<file path="src/rtl/soc_addr_map_pkg.sv">
// SoC peripheral address map shared by the crossbar decoder.
// Holds the rule type and the reset base/length tables derived from the peripheral map.
package soc_addr_map_pkg;

    localparam int NB_PERIPHERALS = 11;
    localparam int MAP_AW         = 64;

    typedef struct packed {
        logic [MAP_AW-1:0] base;
        logic [MAP_AW-1:0] len;
    } addr_rule_t;

    typedef logic [NB_PERIPHERALS-1:0][MAP_AW-1:0] addr_vec_t;

    localparam addr_rule_t PERIPH_MAP [NB_PERIPHERALS] = '{
        '{base: 64'h0000_0000_8000_0000, len: 64'h0000_0000_4000_0000}, // 0  DRAM
        '{base: 64'h0000_0000_0000_1000, len: 64'h0000_0000_0000_1000}, // 1  BOOTROM
        '{base: 64'h0000_0000_0800_0000, len: 64'h0000_0000_0010_0000}, // 2  SRAM
        '{base: 64'h0000_0000_0C00_0000, len: 64'h0000_0000_0400_0000}, // 3  PLIC
        '{base: 64'h0000_0000_0200_0000, len: 64'h0000_0000_000C_0000}, // 4  CLINT
        '{base: 64'h0000_0000_1000_0000, len: 64'h0000_0000_0000_1000}, // 5  UART
        '{base: 64'h0000_0000_1000_1000, len: 64'h0000_0000_0000_1000}, // 6  GPIO
        '{base: 64'h0000_0000_1000_2000, len: 64'h0000_0000_0000_1000}, // 7  SPI
        '{base: 64'h0000_0000_1000_3000, len: 64'h0000_0000_0000_1000}, // 8  I2C
        '{base: 64'h0000_0000_1000_4000, len: 64'h0000_0000_0000_1000}, // 9  TIMER
        '{base: 64'h0000_0000_0000_0000, len: 64'h0000_0000_0000_1000}  // 10 DEBUG
    };

    function automatic addr_vec_t map_bases();
        addr_vec_t v;
        for (int i = 0; i < NB_PERIPHERALS; i++) v[i] = PERIPH_MAP[i].base;
        return v;
    endfunction

    function automatic addr_vec_t map_lengths();
        addr_vec_t v;
        for (int i = 0; i < NB_PERIPHERALS; i++) v[i] = PERIPH_MAP[i].len;
        return v;
    endfunction

    localparam addr_vec_t RESET_BASE   = map_bases();
    localparam addr_vec_t RESET_LENGTH = map_lengths();

endpackage

</file>
<file path="src/rtl/soc_addr_rule_match.sv">
// Single decode-rule comparator. The offset form keeps rules that end at the top
// of the address space from overflowing.
module soc_addr_rule_match #(
    parameter int unsigned AddrWidth = 64
) (
    input  logic [AddrWidth-1:0] addr_i,
    input  logic [AddrWidth-1:0] base_i,
    input  logic [AddrWidth-1:0] len_i,
    output logic                 hit_o
);

    logic [AddrWidth-1:0] offset;

    assign offset = addr_i - base_i;
    assign hit_o  = (len_i != '0) && (addr_i >= base_i) && (offset < len_i);

endmodule

</file>
<file path="src/rtl/soc_addr_decoder.sv">
// Runtime-reprogrammable address decoder: rule table, lowest-index priority,
// registered valid/ready output, sticky config lock and saturating hit counters.
module soc_addr_decoder
    import soc_addr_map_pkg::*;
#(
    parameter int unsigned AddrWidth  = 64,
    parameter int unsigned NumRules   = NB_PERIPHERALS,
    parameter int unsigned IdxWidth   = $clog2(NumRules + 1),
    parameter int unsigned CntWidth   = 16,
    parameter int unsigned DefaultIdx = NumRules,
    parameter logic [NumRules-1:0][AddrWidth-1:0] ResetBase   = RESET_BASE,
    parameter logic [NumRules-1:0][AddrWidth-1:0] ResetLength = RESET_LENGTH
) (
    input  logic                 clk_i,
    input  logic                 rst_ni,
    input  logic                 req_valid_i,
    output logic                 req_ready_o,
    input  logic [AddrWidth-1:0] req_addr_i,
    output logic                 dec_valid_o,
    input  logic                 dec_ready_i,
    output logic [IdxWidth-1:0]  dec_idx_o,
    output logic                 dec_err_o,
    output logic [AddrWidth-1:0] dec_addr_o,
    input  logic                 cfg_we_i,
    input  logic [IdxWidth-1:0]  cfg_idx_i,
    input  logic [AddrWidth-1:0] cfg_base_i,
    input  logic [AddrWidth-1:0] cfg_len_i,
    input  logic                 cfg_lock_i,
    output logic                 cfg_locked_o,
    input  logic                 cfg_cnt_clr_i,
    output logic [CntWidth-1:0]  cfg_cnt_o
);

    logic [NumRules-1:0][AddrWidth-1:0] base_q, len_q;
    logic [NumRules-1:0][CntWidth-1:0]  cnt_q;
    logic [NumRules-1:0]                hit;
    logic                               lock_q;
    logic                               valid_q, err_q;
    logic [IdxWidth-1:0]                idx_q;
    logic [AddrWidth-1:0]               addr_q;
    logic [IdxWidth-1:0]                idx_d;
    logic                               err_d;
    logic                               accept;
    logic                               cfg_wr_ok;

    for (genvar g = 0; g < NumRules; g++) begin : g_rule
        soc_addr_rule_match #(.AddrWidth(AddrWidth)) u_match (
            .addr_i (req_addr_i),
            .base_i (base_q[g]),
            .len_i  (len_q[g]),
            .hit_o  (hit[g])
        );
    end

    // Walk downward so the lowest matching index is the last assignment and wins.
    always_comb begin
        idx_d = IdxWidth'(DefaultIdx);
        err_d = 1'b1;
        for (int i = NumRules - 1; i >= 0; i--) begin
            if (hit[i]) begin
                idx_d = IdxWidth'(i);
                err_d = 1'b0;
            end
        end
    end

    assign req_ready_o = !valid_q || dec_ready_i;
    assign accept      = req_valid_i && req_ready_o;

    always_ff @(posedge clk_i or negedge rst_ni) begin
        if (!rst_ni) begin
            valid_q <= 1'b0;
            idx_q   <= '0;
            err_q   <= 1'b0;
            addr_q  <= '0;
        end else if (req_ready_o) begin
            valid_q <= req_valid_i;
            if (req_valid_i) begin
                idx_q  <= idx_d;
                err_q  <= err_d;
                addr_q <= req_addr_i;
            end
        end
    end

    assign cfg_wr_ok = cfg_we_i && !lock_q && (cfg_idx_i < IdxWidth'(NumRules));

    always_ff @(posedge clk_i or negedge rst_ni) begin
        if (!rst_ni) begin
            lock_q <= 1'b0;
            base_q <= ResetBase;
            len_q  <= ResetLength;
        end else begin
            lock_q <= lock_q || cfg_lock_i;
            for (int i = 0; i < NumRules; i++) begin
                if (cfg_wr_ok && (cfg_idx_i == IdxWidth'(i))) begin
                    base_q[i] <= cfg_base_i;
                    len_q[i]  <= cfg_len_i;
                end
            end
        end
    end

    // Every rule that matches an accepted request counts, including shadowed overlaps.
    always_ff @(posedge clk_i or negedge rst_ni) begin
        if (!rst_ni) begin
            cnt_q <= '0;
        end else begin
            for (int i = 0; i < NumRules; i++) begin
                if (cfg_cnt_clr_i) begin
                    cnt_q[i] <= '0;
                end else if (accept && hit[i] && (cnt_q[i] != '1)) begin
                    cnt_q[i] <= cnt_q[i] + 1'b1;
                end
            end
        end
    end

    always_comb begin
        cfg_cnt_o = '0;
        for (int i = 0; i < NumRules; i++) begin
            if (cfg_idx_i == IdxWidth'(i)) cfg_cnt_o = cnt_q[i];
        end
    end

    assign dec_valid_o  = valid_q;
    assign dec_idx_o    = idx_q;
    assign dec_err_o    = err_q;
    assign dec_addr_o   = addr_q;
    assign cfg_locked_o = lock_q;

endmodule

</file>
<file path="config.mk">
export PLATFORM = sky130hd
export DESIGN_NAME = soc_addr_decoder
export DESIGN_NICKNAME = d
export VERILOG_FILES = /design/src/rtl/soc_addr_map_pkg.sv /design/src/rtl/soc_addr_rule_match.sv /design/src/rtl/soc_addr_decoder.sv
export SDC_FILE = /design/constraint.sdc
export NUM_CORES = 2
export LEC_CHECK = 0
export BUFFER_PORTS_ARGS = -buffer_cell sky130_fd_sc_hd__buf_4
export CAP_MARGIN = 20
export CORE_ASPECT_RATIO = 0.6
export CORE_UTILIZATION = 55
export DETAILED_ROUTE_END_ITERATION = 10
export GPL_ROUTABILITY_DRIVEN = 0
export PLACE_DENSITY = 0.71
export SETUP_SLACK_MARGIN = 0.5
export SLEW_MARGIN = 10
export SYNTH_ARGS = -nofsm -noshare
export SYNTH_HDL_FRONTEND = slang
export SYNTH_SLANG_ARGS = --single-unit
</file>
<file path="constraint.sdc">
create_clock -name clk_i -period 11.5 [get_ports clk_i]
set_input_delay 2.3 -clock clk_i [delete_from_list [all_inputs] [get_ports clk_i]]
set_output_delay 2.3 -clock clk_i [all_outputs]
set_load 0.02 [all_outputs]
</file>
Word level (Yosys, flattened, before mapping)
Index checks and enable logic that the tools add are counted.
- register bits after elaboration: 1655
- logic and storage cells: 245
- magnitude comparators: 23
- $add $sub $neg: 22
- eq/ne operators: 21
- multiplexer cells: 55
- reductions and logical operators: 86
- operators by type and width (cell ; count):
    greater-or-equal comparator 64 bit ; 11
    less-than comparator 64 bit ; 11
    nonzero test 64 bit ; 11
    subtractor 64 bit ; 11
    two-way mux 16 bit ; 33
    adder 16 x 1 -> 16 bit (second input constant) ; 11
    != test 16 bit (second input constant) ; 11
    logical AND 1 bit ; 58
    two-way mux 4 bit ; 8
    nonzero test 2 bit ; 11
    equality test 4 x 3 -> 1 bit (second input constant) ; 4
    equality test 4 bit (second input constant) ; 3
    two-way mux 1 bit ; 12
    equality test 4 x 2 -> 1 bit (second input constant) ; 2
    equality test 4 x 1 -> 1 bit (second input constant) ; 1
    logical NOT 4 bit ; 1
    less-than comparator 4 bit (second input constant) ; 1
    two-way mux 2 bit ; 2
    logical NOT 1 bit ; 2
    logical OR 1 bit ; 2
    AND reduction 2 bit ; 1

Longest topological paths before layout
- depth after elaboration: 14
- mapped depth: 29
- depth with buffers taken out: 27

By module
Synthesis repeated with hierarchy kept, for this count alone.
- cell total of the unflattened synthesis: 14385
- area total of the unflattened synthesis: 131446.1 um^2
- modules (own cells, without submodules) (module ; instances ; cells each ; area an instance (um^2) ; seq. area each (um^2)):
    soc_addr_decoder ; 1 ; 4725 ; 66498.8 ; 41449.8
    soc_addr_rule_match (g_rule[4].u_match ...) ; 4 ; 860 ; 5815.6 ; 0.0
    soc_addr_rule_match (g_rule[1].u_match ...) ; 2 ; 923 ; 6100.9 ; 0.0
    soc_addr_rule_match (g_rule[10].u_match) ; 1 ; 891 ; 6034.5 ; 0.0
    soc_addr_rule_match (g_rule[3].u_match) ; 1 ; 905 ; 5995.8 ; 0.0
    soc_addr_rule_match (g_rule[0].u_match) ; 1 ; 864 ; 5868.1 ; 0.0
    soc_addr_rule_match (g_rule[9].u_match) ; 1 ; 865 ; 5835.6 ; 0.0
    soc_addr_rule_match (g_rule[8].u_match) ; 1 ; 849 ; 5749.3 ; 0.0

Least setup slack after synthesis
No wires, ideal clock.
- path type: input port to flip-flop
- start point: input req_addr_i[0]
- end point: register cnt_q[47] in the netlist's numbering
- arrival time: 8.050 ns
- path buffers: 0
- stages: 27
- required time: 11.375 ns
- setup time: 0.125 ns
- slack: 3.325 ns
- path through: inv_1 ha_1 inv_1 fa_1 a21o_1 a21oi_1 o21ai_0 a221o_1 a21oi_1 o41ai_1 o31ai_1 o21ai_0 a21boi_0 nor2_1 a311oi_1 ha_1 and3_1 nand3_1 nor3_1 a2111oi_0 o221ai_1 a211oi_1 o21a_1 o31ai_1 nor3_2 nor2b_1 mux2_2
- longest elaborated chain between the ends: 6
- elaborated cells on any way between the ends: 8
- classes of those cells: 1 x add/sub; 2 x order compare; 5 x reduce/logical
- RTL lines (what ; RTL line ; RTL):
    start, declared ; soc_addr_decoder.sv:18 ; input logic [AddrWidth-1:0] req_addr_i,
    subtractor 64 bit / greater-or-equal comparator 64 bit (equally long branches) ; soc_addr_rule_match.sv:14, soc_addr_rule_match.sv:15 ;
    less-than comparator 64 bit / logical AND 1 bit (equally long branches) ; soc_addr_rule_match.sv:15 ; assign hit_o = (len_i != '0) && (addr_i >= base_i) && (offset < len_i);
    logical AND 1 bit (*) ; soc_addr_rule_match.sv:15 ;
    logical AND 1 bit (*) (2 in a row) ; soc_addr_decoder.sv:112 ; end else if (accept && hit[i] && (cnt_q[i] != '1)) begin
    nonzero test 2 bit (no source line) (*) ; - ;
    end signal, assigned by index ; soc_addr_decoder.sv:113 ; cnt_q[i] <= cnt_q[i] + 1'b1;
    end, declared ; soc_addr_decoder.sv:35 ; logic [NumRules-1:0][CntWidth-1:0] cnt_q;
Every way passes the cells marked *; elsewhere a longest branch is shown, timed or not.
A chain may end at the register's enable or synchronous reset.

Worst setup path in the final report
- start point: input req_addr_i[0]
- end point: register cnt_q[109] in the netlist's numbering
The elaborated chain is that of the path after synthesis.

==> reports/metrics.csv <==
metric,value,unit
outcome,"complete, no violations",
Horiz. Die Dim,615,um
pwr/cell area,115,nW/um^2
# hold bufs at CTS,0,
CTS Buf Count,177,
max frequency,0.103,GHz
htree depth,4,
final period utilization,84.3,%
router iterations before antenna repair,8,
cell area after synthesis,124000,sq um
synth-to-layout area growth,8.54,%
switching share of power,31.1,%
adder-cell share of the synthesized area,14.4,%
Post-Syn Area per Cell,8.51,sq um
hold depth,2,
CTS tree,built,
clock slew at reported path FFs,0.07,ns
# nets final,16100,
GR Util All Layers,37.2,%
Synth Instances,14600,
post-synthesis sequential element count,1655,
total power,15.5,mW
CTS resizes,0,
Avg WL per Cell,24.7,um
Yosys warning total,0,
Startpoint Class,input port,
RSZ-0062 raised after global routing,false,
WP data required,12.25,ns
Synth Flop Type,dfrtp_1,
Compound-Gate Fraction of Synth Area,19.9,%
die area,227000,sq um
I/O pin total,291,
Slew @ Worst Pin,1.22,ns
post-synthesis async set-or-reset flop share,100,%
Leak,66.4,nW
via count,111000,
WS Path Type,in -> reg,
Layout fillers,19600,
"Distinct cells, synth",94,
largest net degree at the start of global routing,227,
Final setup viols,0,
"reg-to-reg slack, setup",3.58,ns
"critical path fanouts, max",24,
post-synthesis mux area share,5.31,%
"commonest non-fill, non-tap cells in the layout","inv_1, dfrtp_1, nand2_1",
Post-Synth XOR/XNOR Area,5.06,%
"slowest stage delay, CP",0.87,ns
Logic pwr share,20.9,%
die height,370,um
largest family of logic cells by synthesized area,compound AO/OA/AOI/OAI gates,
DRC Markers,0,
Fin. Hold Viols,0,
"most common cell after layout, fill and taps aside",inv_1,
max-slew violations,0,
Detailed Route Iter0 Violations,16400,
final WL,435000,um
grt total ovfl,0,
IO buf count,290,
Reg-to-Reg End,cnt_q[124],
Clock Latency Late Sink,0.86,ns
vias in the first global route,99300,
Worst R2R Start,base_q[461],
count of flip-flops with a built-in enable after synthesis,0,
Setup TNS Final,0,ns
FF-to-FF path depth,23,
layout cell share with drive strength beyond 1,9.13,%
# rows,134,
Net Switching,4.82,mW
Clock Power Share,39.8,%
slew margin rel.,18.1,%
clock period minus worst slack,9.69,ns
root buffer cell,clkbuf_16,
Hold Crit Class,reg -> reg,
Routed Antenna Nets,0,
final core utilization,60.3,%
Max VDD drop,0.130,mV
clk sinks,1655,
Critical Path End Type,flip-flop,
Syn Nets,16200,
Hold EP,dec_addr_o[18],
P_int,10.7,mW
"Seq/Total Area, Yosys",33.5,%
"Arr. time, crit path",10.44,ns
detailed-placement wirelength estimate,342000,um
worst hold path startpoint,dec_addr_o[18],
CP max stage cell,nand3_1,
core area,223000,sq um
max-cap violation count,0,
Starting Density,55.5,%
Sequential Power Share,39.2,%
Setup Buffers After CTS,0,
Critical Path Most Common Cell,o21ai_0,
vias per inst,6.28,
Synth Area in Simple Gates,14.9,%
antenna violations before repair,68,
skew final,0.0418,ns
global-route wire length before repair,634000,um
CTS Buffer Depth,4,
-- metrics by stage --
stage / instance area [sq um] / worst slack (ns) / hold slack, ns / cells
after floorplan: 124000 / 3.33 / 0.478 / 14600
after global routing: 134000 / 1.49 / 0.497 / 17600
final: 134000 / 1.81 / 0.473 / 17600
after global placement: 128000 / 1.29 / 0.462 / 17300
after CTS: 134000 / 2.10 / 0.480 / 17600
after detailed placement: 128000 / 1.23 / 0.465 / 17300
-- flip-flops by register name, summed over array words and instances, names as in the netlist --
register / count
dec_err_o: 1
dec_idx_o: 4
dec_valid_o: 1
len_q: 704
cnt_q: 176
base_q: 704
dec_addr_o: 64
cfg_locked_o: 1
-- kinds of logic after synthesis --
kind of cell | Yosys count
buf+inv | 2274
compound gates | 3999
fa+ha+maj | 1419
simple gates | 3904
xor+xnor | 716
mux | 587
flops | 1655
-- synth_stat cells (326+ instances only) --
master    instances  area [sq um]
nand2_1        1631          6120
mux2_2          559          6290
inv_1          1647          6180
a21oi_1         908          4540
o21ai_0        1395          6980
clkbuf_1        594          2230
nand4_1         326          2040
a21o_1          673          5050
ha_1           1408         17600
nor2_1          633          2380
xnor2_1         441          3860
dfrtp_1        1627         40700
-- critical path, delay by kind of cell --
family          cells  cell delay, ns
xor+xnor            1            0.15
fa+ha+maj           3            0.96
buf+inv             3            0.92
compound gates     16            4.18
simple gates        3            1.54
mux                 1            0.38
-- metal layers --
| metal | vias up | track usage [%] | wire length [um] |
|---|---|---|---|
| li1 | 51000 | - | - |
| met1 | 52500 | 56.8 | 188000 |
| met2 | 6460 | 48.3 | 161000 |
| met3 | 801 | 11.0 | 67400 |
| met4 | 10 | 14.1 | 18500 |
| met5 | - | 0 | 80 |
-- layout make-up --
cell class | count | area (sq um) | area share, %
multi-input combinational | 10600 | 74000 | 55.1
sequential | 1655 | 41400 | 30.8
inverter | 1648 | 6190 | 4.60
clock buffer | 244 | 5010 | 3.73
tap | 2992 | 3740 | 2.78
timing repair buffer | 365 | 2950 | 2.20
clock inverter | 72 | 1000 | 0.744
antenna | 28 | 70.1 | 0.0521
-- worst max-delay path by stage --
stage	startpoint	end	slack, ns	cells past startpoint
6_report	req_addr_i[0]	cnt_q[109]	1.81	27
4_1_cts	req_addr_i[0]	cnt_q[109]	2.10	27
3_3_place_gp	req_addr_i[0]	cnt_q[105]	1.29	27
5_1_grt	req_addr_i[0]	cnt_q[109]	1.49	27
2_1_floorplan	req_addr_i[0]	cnt_q[47]	3.33	27
3_5_place_dp	req_addr_i[0]	cnt_q[111]	1.23	27
-- power groups by stage --
stage          clock [mW]  combinational (mW)  sequential (mW)
6_report             6.18                3.24             6.08
5_1_grt              6.43                3.51             6.10
4_1_cts              6.20                3.14             6.08
3_5_place_dp            0                3.12             6.19
3_3_place_gp            0                3.09             6.18
2_1_floorplan           0                1.95             6.20
Note: power is estimated with default switching activity, not from simulation.
